`config.mk`:
```
export PLATFORM = sky130hd
export DESIGN_NAME = uart_byte_rx
export DESIGN_NICKNAME = d
export VERILOG_FILES = /design/src/rtl/uart_byte_rx_pkg.sv /design/src/rtl/uart_byte_rx_byte_fifo.sv /design/src/rtl/uart_byte_rx.sv
export SDC_FILE = /design/constraint.sdc
export NUM_CORES = 1
export LEC_CHECK = 0
export BUFFER_PORTS_ARGS = -buffer_cell sky130_fd_sc_hd__buf_2
export CAP_MARGIN = 25
export CORE_ASPECT_RATIO = 0.6
export CORE_MARGIN = 4
export CORE_UTILIZATION = 35
export DETAILED_ROUTE_END_ITERATION = 10
export PLACE_DENSITY_LB_ADDON = 0.08
export REMOVE_ABC_BUFFERS = 1
export SLEW_MARGIN = 20
export SYNTH_ARGS = -nofsm -noshare
export SYNTH_HDL_FRONTEND = slang
export SYNTH_SLANG_ARGS = --single-unit
```
`constraint.sdc`:
```
create_clock -name clk -period 2.5 [get_ports clk]
set_clock_uncertainty 0.2 [all_clocks]
set_input_delay 0.5 -clock clk [delete_from_list [all_inputs] [get_ports clk]]
set_output_delay 0.5 -clock clk [all_outputs]
set_load 0.01 [all_outputs]
```
`src/rtl/uart_byte_rx_pkg.sv`:
```
// Shared definitions for the UART byte receiver.
// - Default line parameters (baud, oversample, FIFO depth) for uart_byte_rx.
// - Receiver state encodings (3-bit).
// - 2-of-3 majority helper used by the bit voter.
package uart_byte_rx_pkg;

  localparam int UART_CLK_HZ     = 100_000_000;
  localparam int UART_BAUD       = 115_200;
  localparam int UART_OVERSAMPLE = 16;
  localparam int UART_FIFO_DEPTH = 16;

  typedef enum logic [2:0] {
    UART_IDLE  = 3'd0,
    UART_START = 3'd1,
    UART_DATA  = 3'd2,
    UART_STOP  = 3'd3,
    UART_BREAK = 3'd4
  } uart_state_t;

  function automatic logic majority3(input logic a, input logic b, input logic c);
    return (a & b) | (a & c) | (b & c);
  endfunction

endpackage

```
`src/rtl/uart_byte_rx_byte_fifo.sv`:
```
// byte_fifo: synchronous first-word-fall-through FIFO.
// - head holds the oldest entry from a register; it is meaningful while empty=0.
// - A push while full is accepted only if a pop happens in the same cycle.
// Ports:
//   clk, reset      clock, synchronous active-high reset
//   push, push_data write request and data
//   pop             remove head (ignored when empty)
//   head            registered head-of-FIFO data
//   full, empty     occupancy flags
//   count           current occupancy, 0..DEPTH
module byte_fifo #(
  parameter int WIDTH = 8,
  parameter int DEPTH = 16
) (
  input  logic                     clk,
  input  logic                     reset,
  input  logic                     push,
  input  logic [WIDTH-1:0]         push_data,
  input  logic                     pop,
  output logic [WIDTH-1:0]         head,
  output logic                     full,
  output logic                     empty,
  output logic [$clog2(DEPTH):0]   count
);

  localparam int AW = $clog2(DEPTH);
  localparam int CW = AW + 1;

  logic [WIDTH-1:0] mem [DEPTH];
  logic [AW-1:0]    rd_ptr;
  logic [AW-1:0]    wr_ptr;
  logic [AW-1:0]    rd_ptr_inc;
  logic [CW-1:0]    count_q;
  logic [WIDTH-1:0] head_q;
  logic [WIDTH-1:0] head_next;
  logic             push_ok;
  logic             pop_ok;

  assign full       = (count_q == CW'(DEPTH));
  assign empty      = (count_q == '0);
  assign push_ok    = push && (!full || pop);
  assign pop_ok     = pop && !empty;
  assign rd_ptr_inc = rd_ptr + AW'(1);
  assign head       = head_q;
  assign count      = count_q;

  // NOTE: storage array is deliberately left out of reset; only pointers and
  // count define what is valid, and a reset-free array maps onto plain RAM.
  always_ff @(posedge clk) begin
    if (push_ok) mem[wr_ptr] <= push_data;
  end

  // Next head: a push into an empty (or emptying) FIFO falls straight through,
  // otherwise a pop exposes the following entry.
  // NOTE: default assignment first so no path leaves head_next unassigned
  // (which would infer a latch).
  always_comb begin
    head_next = head_q;
    if (push_ok && (empty || (pop_ok && count_q == CW'(1)))) begin
      head_next = push_data;
    end else if (pop_ok && count_q > CW'(1)) begin
      head_next = mem[rd_ptr_inc];
    end
  end

  // NOTE: sequential state uses non-blocking assignments only, so every flop
  // samples pre-edge values regardless of block evaluation order.
  always_ff @(posedge clk) begin
    if (reset) begin
      rd_ptr  <= '0;
      wr_ptr  <= '0;
      count_q <= '0;
      head_q  <= '0;
    end else begin
      head_q <= head_next;
      if (push_ok) wr_ptr <= wr_ptr + AW'(1);
      if (pop_ok)  rd_ptr <= rd_ptr_inc;
      case ({push_ok, pop_ok})
        2'b10:   count_q <= count_q + CW'(1);
        2'b01:   count_q <= count_q - CW'(1);
        default: count_q <= count_q;
      endcase
    end
  end

endmodule

```
`src/rtl/uart_byte_rx.sv`:
```
// uart_byte_rx: oversampled 8N1 UART receiver with byte FIFO.
// - rx is double-flopped; all decisions use the synchronised rx_s.
// - Tick generator divides clk down to BAUD*OVERSAMPLE.
// - Each bit is decided by a 2-of-3 vote around mid-bit.
// - Received bytes queue in a FWFT FIFO drained over valid/ready.
// Ports:
//   clk, reset   clock, synchronous active-high reset
//   rx           asynchronous serial line, idle high
//   byte_data    head-of-FIFO byte, valid while byte_valid=1
//   byte_valid   FIFO non-empty
//   byte_ready   consumer takes byte_data this cycle
//   fifo_count   FIFO occupancy
//   frame_err    one-cycle pulse: stop bit sampled low
//   overflow     one-cycle pulse: byte dropped because FIFO full
//   busy         receiver is mid-frame
module uart_byte_rx
  import uart_byte_rx_pkg::*;
#(
  parameter int CLK_HZ     = UART_CLK_HZ,
  parameter int BAUD       = UART_BAUD,
  parameter int OVERSAMPLE = UART_OVERSAMPLE,
  parameter int FIFO_DEPTH = UART_FIFO_DEPTH
) (
  input  logic                         clk,
  input  logic                         reset,
  input  logic                         rx,
  output logic [7:0]                   byte_data,
  output logic                         byte_valid,
  input  logic                         byte_ready,
  output logic [$clog2(FIFO_DEPTH):0]  fifo_count,
  output logic                         frame_err,
  output logic                         overflow,
  output logic                         busy
);

  localparam int DIV   = CLK_HZ / (BAUD * OVERSAMPLE);
  localparam int DIV_W = (DIV > 1) ? $clog2(DIV) : 1;
  localparam int SC_W  = $clog2(OVERSAMPLE);
  localparam int MID   = OVERSAMPLE / 2;

  localparam logic [DIV_W-1:0] DIV_LAST = DIV_W'(DIV - 1);
  localparam logic [SC_W-1:0]  SC_LAST  = SC_W'(OVERSAMPLE - 1);
  localparam logic [SC_W-1:0]  SC_VOTE0 = SC_W'(MID - 1);
  localparam logic [SC_W-1:0]  SC_VOTE1 = SC_W'(MID);
  localparam logic [SC_W-1:0]  SC_DEC   = SC_W'(MID + 1);

  logic             rx_meta;
  logic             rx_s;
  logic [DIV_W-1:0] div_cnt;
  logic             tick;
  logic             armed;
  uart_state_t      state;
  logic [SC_W-1:0]  sc;
  logic [2:0]       bit_idx;
  logic             vote_a;
  logic             vote_b;
  logic             maj;
  logic             decide;
  logic [7:0]       shreg;
  logic             push;
  logic             pop;
  logic             fifo_full;
  logic             fifo_empty;

  // Two-flop synchroniser, reset to the idle (high) line level.
  always_ff @(posedge clk) begin
    if (reset) begin
      rx_meta <= 1'b1;
      rx_s    <= 1'b1;
    end else begin
      rx_meta <= rx;
      rx_s    <= rx_meta;
    end
  end

  always_ff @(posedge clk) begin
    if (reset)           div_cnt <= '0;
    else if (tick)       div_cnt <= '0;
    else                 div_cnt <= div_cnt + DIV_W'(1);
  end
  assign tick = (div_cnt == DIV_LAST);

  // armed stays low until the line has been seen idle, so a line held low
  // across reset is not mistaken for a start bit.
  always_ff @(posedge clk) begin
    if (reset)              armed <= 1'b0;
    else if (tick && rx_s)  armed <= 1'b1;
  end

  // Third vote is the live sample at the decision tick.
  assign decide = (sc == SC_DEC);
  assign maj    = majority3(vote_a, vote_b, rx_s);

  always_ff @(posedge clk) begin
    if (reset) begin
      state     <= UART_IDLE;
      sc        <= '0;
      bit_idx   <= '0;
      vote_a    <= 1'b0;
      vote_b    <= 1'b0;
      shreg     <= '0;
      frame_err <= 1'b0;
    end else begin
      frame_err <= 1'b0;
      if (tick) begin
        if (state == UART_START || state == UART_DATA || state == UART_STOP) begin
          if (sc == SC_VOTE0) vote_a <= rx_s;
          if (sc == SC_VOTE1) vote_b <= rx_s;
          sc <= (sc == SC_LAST) ? '0 : sc + SC_W'(1);
        end
        case (state)
          UART_IDLE: begin
            if (armed && !rx_s) begin
              state <= UART_START;
              sc    <= '0;
            end
          end
          UART_START: begin
            if (decide && maj) begin
              state <= UART_IDLE;
            end else if (sc == SC_LAST) begin
              state   <= UART_DATA;
              bit_idx <= '0;
            end
          end
          UART_DATA: begin
            if (decide) shreg <= {maj, shreg[7:1]};
            if (sc == SC_LAST) begin
              if (bit_idx == 3'd7) state <= UART_STOP;
              else                 bit_idx <= bit_idx + 3'd1;
            end
          end
          UART_STOP: begin
            // Leave at mid stop bit so a following start edge is never missed.
            if (decide) begin
              if (maj) begin
                state <= UART_IDLE;
              end else begin
                frame_err <= 1'b1;
                state     <= UART_BREAK;
              end
            end
          end
          UART_BREAK: begin
            if (rx_s) state <= UART_IDLE;
          end
          default: state <= UART_IDLE;
        endcase
      end
    end
  end

  assign busy = (state != UART_IDLE);
  assign push = tick && (state == UART_STOP) && decide && maj;
  assign pop  = byte_valid && byte_ready;

  always_ff @(posedge clk) begin
    if (reset) overflow <= 1'b0;
    else       overflow <= push && fifo_full && !pop;
  end

  byte_fifo #(
    .WIDTH (8),
    .DEPTH (FIFO_DEPTH)
  ) u_fifo (
    .clk       (clk),
    .reset     (reset),
    .push      (push),
    .push_data (shreg),
    .pop       (pop),
    .head      (byte_data),
    .full      (fifo_full),
    .empty     (fifo_empty),
    .count     (fifo_count)
  );

  assign byte_valid = !fifo_empty;

endmodule
```
==> results.py, run 1 <==
metrics = {
    "logic_synthesis": {
        "avgSynthCellArea_um2": 15.1,
        "synth-adder-area-share_pct": 2.91,
        "synth_async_sr_flop_share_pct": 0,
        "ys_ff_latch": 180,
        "yosysWarnings": 0,
        "synthFlopType": "edfxtp_1",
        "synth_seq_area_share_pct": 63.9,
        "synth_commonest_cells": "edfxtp_1 (128), dfxtp_1 (52), nor2_1 (52)",
        "synth_mux_area_share_pct": 13.7,
        "synth_top_family_by_area": "multiplexers",
        "synth_compound_area_share_pct": 5.83,
        "yosysTopAreaCell": "edfxtp_1",
        "syn_inst": 506,
        "synth_area_um2": 7640,
        "synth-simple-area-share_pct": 8.86,
        "synth_most_common_cell": "edfxtp_1",
        "synth_edf_count": 128,
        "synth_top_area_share_pct": 50.3,
        "ys_top_cells_by_area": "edfxtp_1 (50%), dfxtp_1 (14%), mux4_1 (4.8%), mux4_2 (4.7%), mux2i_1 (4.2%)",
        "synth_xor_area_share_pct": 1.92,
        "yosysUniqueCellTypes": 58,
    },
    "min_path": {
        "hp-start": "rx",
        "holdPathEnd": "rx_meta",
        "hold_depth": 2,
        "hold_class": "primary input to flop",
    },
    "die": {
        "die-width_um": 199,
        "dieArea_um2": 24300,
        "rows": 41,
        "start_util_pct": 36.0,
        "num_io_pins": 21,
        "fp.dieH_um": 122,
        "core_area_um2": 21200,
    },
    "worst_setup_path": {
        "cp.arrival_ns": 2.33,
        "worstSetupEndpointType": "flop",
        "worstPathCellList": "inv_1 -> ha_1 -> nand4_1 -> nor3_4 -> and3_4 -> buf_4 -> nand2_1 -> nor3_2 -> buf_4",
        "crit_path_frequent_cell": "buf_4",
        "rr_startpoint": "div_cnt[1]",
        "required_ns": 2.43,
        "worstPathMaxFanout": 5,
        "critPathLaunchType": "flop",
        "reg2reg_depth": 9,
        "r2r-end": "u_fifo.mem[2][4]",
        "max_stage_delay_ns": 0.33,
        "critPathSlowestCell": "dfxtp_1",
        "rrSetupSlack_ns": 0.11,
        "path_class": "flop to flop",
    },
    "routing": {
        "top_layer_used": "met4",
        "detail-route-antenna-nets": 0,
        "wire_per_inst_um": 20.7,
        "wl_met3_um": 839,
        "dr_wl_met2_um": 7320,
        "drt-met1-wl_um": 9800,
        "viasPerCell": 5.18,
        "route.detailed.drc": 0,
        "drt_iter0_drc": 283,
        "wl_um": 18200,
        "num_vias": 4540,
        "firstDrtPassIters": 4,
    },
    "sta": {
        "hold_viol": 0,
        "setup_tns_ns": 0,
        "worst_pin_slew_ns": 0.421,
        "finalWorstSetupSlack_ns": 0.106,
        "period_minus_slack_ns": 2.39,
        "setup-violations-final": 0,
        "post-route-period-util_pct": 95.8,
        "slew_headroom_pct": 71.9,
        "slew_viol_final": 0,
        "clock.fmax_mhz": 418,
    },
    "clock_network": {
        "cts.sinks": 180,
        "h-tree-depth": 4,
        "path_clk_slew_ns": 0.07,
        "clk_latency_ns": 0.42,
        "cts_tree": "built",
        "numCtsBuffers": 17,
        "cts_root_buf": "clkbuf_16",
        "cts_buffer_depth": 2,
        "hold_buffers": 0,
    },
    "power_and_ir_drop": {
        "seq_power_share_pct": 43.9,
        "switching_share_pct": 25.8,
        "p_sw_mw": 1.90,
        "vdd_drop_max_v": 0.000462,
        "power_frac_clock_pct": 36.9,
        "p_leak_nw": 3.24,
        "pwr_density_cell_nw_per_um2": 811,
        "internal-power_mw": 5.46,
        "combPwrFrac_pct": 19.2,
    },
    "flow_run": {
        "drv_cap": 0,
    },
    "global_route": {
        "grt-ovfl-total": 0,
        "grt_pass1_wl_um": 28000,
        "grt_pass1_vias": 4543,
        "antenna_found_initial": 0,
        "grt_usage_pct": 15.6,
        "grt_max_degree": 28,
    },
    "outcome": {
        "outcome": "completed",
    },
    "placed_design": {
        "port_buffers": 20,
        "dp_hpwl_um": 12600,
        "dpl_worst_slack_ns": 0.0452,
        "gp_congestion": 0.797,
    },
    "final_layout": {
        "antenna_cells": 0,
        "drive_above_1_share_pct": 24.5,
        "fin_nets": 605,
        "areaGrowthSynthToFinish_pct": 18.8,
    },
}
## stage by stage
step | hold WS, ns | cells | utilization (%) | power [mW] | cell area, um^2
after detailed placement | 0.218 | 840 | 39.6 | 4.70 | 8410
after floorplan | 0.189 | 481 | - | 4.21 | 7460
after CTS | 0.0406 | 872 | 42.4 | 7.44 | 9000
after global placement | 0.219 | 840 | 39.6 | 4.69 | 8410
final | 0.0630 | 876 | 42.8 | 7.36 | 9080
after global routing | 0.0494 | 876 | 42.8 | 7.70 | 9080
## logic make-up after synthesis
family | count (synthesis)
compound gates | 63
flops | 180
xor+xnor | 15
buf+inv | 34
simple gates | 134
fa+ha+maj | 18
mux | 62
## cells in the final DEF, fill, tap and decap left out, drive strengths merged, types with 8 or more instances in the layout
| cell | count |
|---|---|
| dfxtp | 52 |
| inv | 11 |
| edfxtp | 128 |
| a211oi | 8 |
| buf | 84 |
| nand3 | 9 |
| xor2 | 8 |
| nor2 | 52 |
| clkbuf | 20 |
| a21oi | 13 |
| nor3 | 9 |
| mux2i | 32 |
| a21o | 9 |
| nand2 | 18 |
| nor2b | 10 |
| mux4 | 30 |
| ha | 17 |
| o21ai | 9 |
## worst max-delay path: cells and delay by family, from the launching register on
family	cells	cell delay, ns
fa+ha+maj	1	0.12
buf+inv	3	0.40
flops	1	0.33
simple gates	5	1.05
## power groups by stage
| stage | sequential [mW] | combinational [mW] | clock (mW) |
|---|---|---|---|
| after floorplan | 3.41 | 0.800 | 0 |
| after global placement | 3.30 | 1.40 | 0 |
| after detailed placement | 3.30 | 1.40 | 0 |
| after CTS | 3.23 | 1.41 | 2.80 |
| after global routing | 3.24 | 1.55 | 2.91 |
| final | 3.23 | 1.42 | 2.71 |
## routing by layer
metal / vias to the layer above / track usage (%)
met1: 2328 / 24.9
met2: 89 / 20.8
met5: - / 0
li1: 2106 / -
met4: 0 / 3.93
met3: 17 / 3.95
## layout make-up
type,instances,area (um^2)
fillers,1957,12200
flip-flops and latches,180,4890
clock inverters,12,155
inverters,9,33.8
well taps,279,349
repair buffers,84,618
clock buffers,20,437
multi-input cells,292,2600
## how the worst max path moves through the flow
stage                                 from                to
final                           div_cnt[1]  u_fifo.mem[2][4]
after CTS                       div_cnt[0]  u_fifo.mem[2][0]
after global routing            div_cnt[1]  u_fifo.mem[7][4]
after floorplan           u_fifo.rd_ptr[0]    u_fifo.head[0]
after global placement    u_fifo.rd_ptr[1]    u_fifo.head[6]
after detailed placement        div_cnt[0]   u_fifo.count[2]
## state kept, by name, summed over array words and instances, names as in the netlist
signal and count:
armed 1, sc 4, state 3, u_fifo.mem 128, rx_s 1, vote_a 1
frame_err 1, u_fifo.count 5, bit_idx 3, rx_meta 1, u_fifo.rd_ptr 4, u_fifo.head 8
shreg 8, div_cnt 6, overflow 1, vote_b 1, u_fifo.wr_ptr 4
## timing repair
item | CTS | global route
setup endpoints to repair | 0 | 90
buffers inserted | 0 | 4
resized for setup | 0 | 12
No activity file was read; power rests on OpenSTA's default activity.
==> run 2: changes to the inputs <==
CORE_ASPECT_RATIO = 2   (was 0.6)
==> results.py, run 2 (synthesized netlist as in run 1, its figures left out) <==
metrics = {
    "outcome": {
        "outcome": "completed",
    },
    "routing": {
        "drt_iter0_drc": 231,
        "detail-route-antenna-nets": 0,
        "firstDrtPassIters": 7,
        "route.detailed.drc": 0,
        "viasPerCell": 5.09,
        "wire_per_inst_um": 20.5,
        "wl_um": 17600,
        "num_vias": 4376,
    },
    "sta": {
        "clock.fmax_mhz": 429,
        "rsz0062_at_grt": "false",
        "slew_viol_final": 0,
        "hold_viol": 0,
        "worst_pin_slew_ns": 0.614,
        "post-route-period-util_pct": 93.2,
        "setup-violations-final": 0,
        "period_minus_slack_ns": 2.33,
        "slew_headroom_pct": 59.0,
        "fin_hold_ws_ns": 0.0472,
        "finalWorstSetupSlack_ns": 0.169,
    },
    "worst_setup_path": {
        "worstSetupEndpointType": "flop",
        "required_ns": 2.42,
        "path_class": "flop to flop",
        "rr_startpoint": "div_cnt[1]",
        "critPathLaunchType": "flop",
        "cp.arrival_ns": 2.26,
        "crit_start": "div_cnt[1]",
        "worstPathMaxFanout": 8,
    },
    "global_route": {
        "use_met3_pct": 3.20,
        "grt-ovfl-total": 0,
        "gr-usage-met2_pct": 30.2,
        "grt_usage_pct": 15.4,
        "grt_pass1_wl_um": 27600,
        "met1_usage_pct": 15.4,
        "antenna_found_initial": 0,
        "grt_max_degree": 36,
        "grt_pass1_vias": 4719,
        "busiest_layer": "met2",
    },
    "die": {
        "fp.dieH_um": 217,
        "dieArea_um2": 24400,
        "rows": 76,
        "die-width_um": 112,
        "core_area_um2": 21500,
        "start_util_pct": 35.6,
        "num_io_pins": 21,
    },
    "power_and_ir_drop": {
        "pwr_density_cell_nw_per_um2": 809,
        "vdd_drop_max_v": 0.000438,
        "p_leak_nw": 3.17,
    },
    "placed_design": {
        "dpl_worst_slack_ns": 0.153,
        "dp_hpwl_um": 12500,
        "gp_congestion": 0.792,
        "port_buffers": 20,
        "dp.cells": 826,
    },
    "clock_network": {
        "numCtsBuffers": 17,
        "cts_buffer_depth": 2,
        "cts.sinks": 180,
        "cts_tree": "built",
        "hold_buffers": 0,
        "clk_latency_ns": 0.43,
        "path_clk_slew_ns": 0.07,
        "h-tree-depth": 4,
        "cts_root_buf": "clkbuf_16",
    },
    "final_layout": {
        "final_core_util_pct": 41.6,
        "antenna_cells": 0,
        "mostFrequentLayoutCells": "edfxtp_1 (128), nor2_1 (51), dfxtp_1 (50), buf_4 (50), mux2i_1 (32)",
        "drive_above_1_share_pct": 22.7,
        "largest_register_ffs": 128,
        "fin_nets": 594,
        "largest-register": "u_fifo.mem",
        "areaGrowthSynthToFinish_pct": 17.0,
        "final_common_cell": "edfxtp_1",
        "instances_no_fill": 859,
    },
    "min_path": {
        "hold_class": "primary input to flop",
        "hp-start": "rx",
    },
    "flow_run": {
        "drv_cap": 0,
    },
}
## run 2: cell types whose count changed in the layout (fill, tap and decap cells not counted), sizes merged
cell	change
buf	-11
bufinv	-1
clkinvlp	-1
clkinv	+2
## run 2: worst paths after layout
path | endpoint | slack (ns) | cells after the start
worst max-delay path | u_fifo.mem[3][6] | 0.17 | 8
worst min-delay path | rx_meta | 0.05 | 2
worst max register to register | u_fifo.mem[3][6] | 0.17 | 8
worst min register to register | div_cnt[0] | 0.24 | 1
## run 2: layer usage
metal / wire [um] / vias up
met5: 0 / -
met3: 393 / 28
met2: 10500 / 73
li1: - / 2089
met4: 465 / 0
met1: 6250 / 2186
## run 2: per-stage QoR
step / total power, mW / area (um^2) / TNS, ns
floorplan: 4.21 / 7460 / -10.96
global placement: 4.70 / 8350 / 0
detailed placement: 4.70 / 8350 / 0
CTS: 7.35 / 8920 / 0
global route: 7.59 / 8940 / 0
finish: 7.23 / 8940 / 0
## run 2: critical path, stage by stage, from the launching register on
cell and delay [ns]:
dfxtp_1 0.32, inv_1 0.06, ha_1 0.13, nand4_1 0.13
nor3_2 0.27, buf_4 0.15, nand4_1 0.27, nor3_1 0.23
buf_4 0.26
## run 2: what timing repair did
item / in CTS / in global routing
endpoints found under the setup margin: 0 / 4
buffers inserted: 0 / 1
resized for setup: 0 / 5
## run 2: cell type report
class / instances / area [um^2]
clock buffer: 20 / 447
multi-input combinational: 292 / 2570
tap: 273 / 342
inverter: 9 / 33.8
clock inverter: 12 / 130
timing repair buffer: 73 / 536
fill: 2059 / 12500
sequential: 180 / 4890
## run 2: power by group
part | leakage (nW) | internal (mW) | total, mW | switching [mW]
sequential | 1.61 | 3.20 | 3.23 | 0.0332
clock | 0.272 | 1.50 | 2.62 | 1.13
combinational | 1.29 | 0.675 | 1.38 | 0.702
total | 3.17 | 5.37 | 7.23 | 1.86
==> run 3: changes to the inputs <==
ABC_AREA = 1   (was not set)
CTS_BUF_LIST = sky130_fd_sc_hd__clkbuf_2 sky130_fd_sc_hd__clkbuf_4 sky130_fd_sc_hd__clkbuf_8   (was not set)
SYNTH_HIERARCHICAL = 1   (was not set)
==> results.py, run 3 <==
metrics = {
    "sta": {
        "post-route-period-util_pct": 93.7,
        "setup-violations-final": 0,
        "hold_viol": 0,
        "clock.fmax_mhz": 427,
        "rsz0062_at_grt": "true",
        "worst_pin_slew_ns": 0.524,
        "period_minus_slack_ns": 2.34,
        "slew_viol_final": 0,
        "fin_hold_ws_ns": 0.236,
        "slew_headroom_pct": 65.0,
        "finalWorstSetupSlack_ns": 0.158,
        "setup_tns_ns": 0,
    },
    "min_path": {
        "holdPathEnd": "rx_s",
        "hold_class": "flop to flop",
        "hold_depth": 1,
        "hp-start": "rx_meta",
    },
    "placed_design": {
        "dp_hpwl_um": 16700,
        "port_buffers": 20,
        "gp_congestion": 0.861,
        "dpl_worst_slack_ns": 0.0632,
        "place_area_um2": 9030,
    },
    "routing": {
        "drt_iter0_drc": 284,
        "num_vias": 5906,
        "route.detailed.drc": 0,
        "wl_um": 22800,
        "wire_per_inst_um": 18.1,
        "firstDrtPassIters": 4,
        "detail-route-antenna-nets": 0,
        "viasPerCell": 4.68,
    },
    "outcome": {
        "outcome": "completed",
    },
    "die": {
        "num_io_pins": 21,
        "fp.dieH_um": 225,
        "start_util_pct": 35.4,
        "die-width_um": 116,
        "core_area_um2": 23200,
        "rows": 79,
        "dieArea_um2": 26200,
    },
    "global_route": {
        "grt_pass1_wl_um": 34800,
        "grt_max_degree": 60,
        "antenna_found_initial": 0,
        "grt_usage_pct": 18.5,
        "grt-ovfl-total": 0,
        "grt_pass1_vias": 5986,
    },
    "worst_setup_path": {
        "worstPathMaxFanout": 5,
        "reg2reg_depth": 11,
        "path_class": "flop to flop",
        "max_stage_delay_ns": 0.37,
        "rr_startpoint": "state[1]",
        "required_ns": 2.67,
        "cp.arrival_ns": 2.51,
        "critPathLaunchType": "flop",
        "r2r-end": "u_fifo/count[2]",
        "worstSetupEndpointType": "flop",
        "rrSetupSlack_ns": 0.16,
        "worstPathCellList": "nand2_1 -> nor2_1 -> nand2_1 -> nor3_2 -> buf_4 -> nand2_2 -> ha_1 -> nor2_2 -> o21ai_0 -> o21ai_0 -> a21oi_1",
        "critPathSlowestCell": "ha_1",
    },
    "logic_synthesis": {
        "yosysUniqueCellTypes": 39,
        "syn_inst": 890,
        "avgSynthCellArea_um2": 9.24,
        "synth_area_um2": 8220,
        "synth_edf_count": 128,
        "yosysWarnings": 6,
        "synthFlopType": "edfxtp_1",
        "synth_commonest_cells": "nand2_1 (262), edfxtp_1 (128), inv_1 (128)",
        "synth_async_sr_flop_share_pct": 0,
        "yosysTopAreaCell": "edfxtp_1",
        "ys_ff_latch": 180,
        "synth_most_common_cell": "nand2_1",
        "synth_top_area_share_pct": 46.7,
        "ys_top_cells_by_area": "edfxtp_1 (47%), dfxtp_1 (13%), nand2_1 (12%), nand3_1 (6.9%), inv_1 (5.8%)",
        "synth_seq_area_share_pct": 59.4,
    },
    "clock_network": {
        "cts.sinks": 180,
        "path_clk_slew_ns": 0.10,
        "numCtsBuffers": 17,
        "cts_tree": "built",
        "clk_latency_ns": 0.48,
        "h-tree-depth": 4,
        "cts_buffer_depth": 2,
        "cts_root_buf": "clkbuf_8",
    },
    "power_and_ir_drop": {
        "p_leak_nw": 4.08,
        "pwr_density_cell_nw_per_um2": 556,
        "vdd_drop_max_v": 0.000328,
        "power_mw": 5.29,
    },
    "final_layout": {
        "antenna_cells": 0,
        "postLayoutCellArea_um2": 9500,
        "areaGrowthSynthToFinish_pct": 15.6,
        "drive_above_1_share_pct": 16.4,
        "largest_register_ffs": 128,
        "largest-register": "u_fifo/mem",
        "final_common_cell": "nand2_1",
        "mostFrequentLayoutCells": "nand2_1 (259), edfxtp_1 (128), inv_1 (123), nand3_1 (114), buf_4 (59)",
        "fin_nets": 987,
    },
    "flow_run": {
        "drv_cap": 0,
    },
}
==> run 3: changes by cell type after synthesis, sizes merged, moves of 7 or more <==
cell     before  now
a2111oi       7    0
a21o          9    0
a21oi        13   39
buf          14   21
inv           9  133
mux2i        32    0
mux4         30    0
nand2        18  270
nand3         9  117
nor2b        10    0
nor3          9    2
o21ai         9   26
==> run 3: how the worst max path moves through the flow <==
stage / start / end / slack (ns)
CTS: rx_s / u_fifo/mem[4][3] / 0.04
floorplan: u_fifo/rd_ptr[0] / u_fifo/head[6] / -0.97
finish: state[1] / u_fifo/count[2] / 0.16
global route: u_fifo/count[0] / u_fifo/count[3] / -0.02
global placement: rx_s / u_fifo/mem[4][3] / 0.1
detailed placement: rx_s / u_fifo/mem[4][6] / 0.06
==> run 3: layout make-up <==
| class | count | area [um^2] |
|---|---|---|
| Fill cell | 2334 | 13700 |
| Multi-Input combinational cell | 546 | 2690 |
| Clock inverter | 15 | 178 |
| Sequential cell | 180 | 4890 |
| Clock buffer | 17 | 234 |
| Tap cell | 283 | 354 |
| Timing Repair Buffer | 85 | 653 |
| Inverter | 136 | 512 |
==> run 3: power by group <==
| group | total [mW] | internal (mW) | switching [mW] |
|---|---|---|---|
| registers | 3.16 | 3.15 | 0.00471 |
| clock network | 2.09 | 0.995 | 1.09 |
| logic | 0.0394 | 0.0143 | 0.0251 |
| total | 5.29 | 4.16 | 1.12 |
==> run 3: timing repair <==
item	CTS	global route
setup buffers	0	1
gates resized for setup	0	17
endpoints found under the hold margin	1	0
hold buffers	1	0
setup endpoints to repair	0	141
==> run 3: per-layer routing <==
metal	GRT usage (%)	vias to the layer above	part of all wire, %
li1	-	3033	-
met4	9.22	0	4.6
met1	18.0	2760	34
met2	35.7	75	59
met5	0	-	0
met3	3.23	38	2.0
==> run 3: critical path: cells and delay by family (launching register included) <==
kind / cells / cell delay [ns]
compound gates: 3 / 0.33
fa+ha+maj: 1 / 0.37
buf+inv: 1 / 0.14
flops: 1 / 0.36
simple gates: 6 / 0.82
==> run 3: cells by family (layout without fill, tap and decap cells) <==
family | count (synthesis) | in the layout | share of synthesized area, %
simple gates | 455 | 455 | 24.4
xor+xnor | 5 | 5 | 0.806
fa+ha+maj | 17 | 17 | 2.59
flops | 180 | 180 | 59.4
compound gates | 69 | 69 | 4.37
buf+inv | 164 | 253 | 8.44
==> run 3: stage by stage <==
stage               std cells  utilization, %
floorplan                 862               -
global placement         1228            38.9
detailed placement       1228            38.9
CTS                      1261            40.7
global route             1262            40.9
finish                   1262            40.9
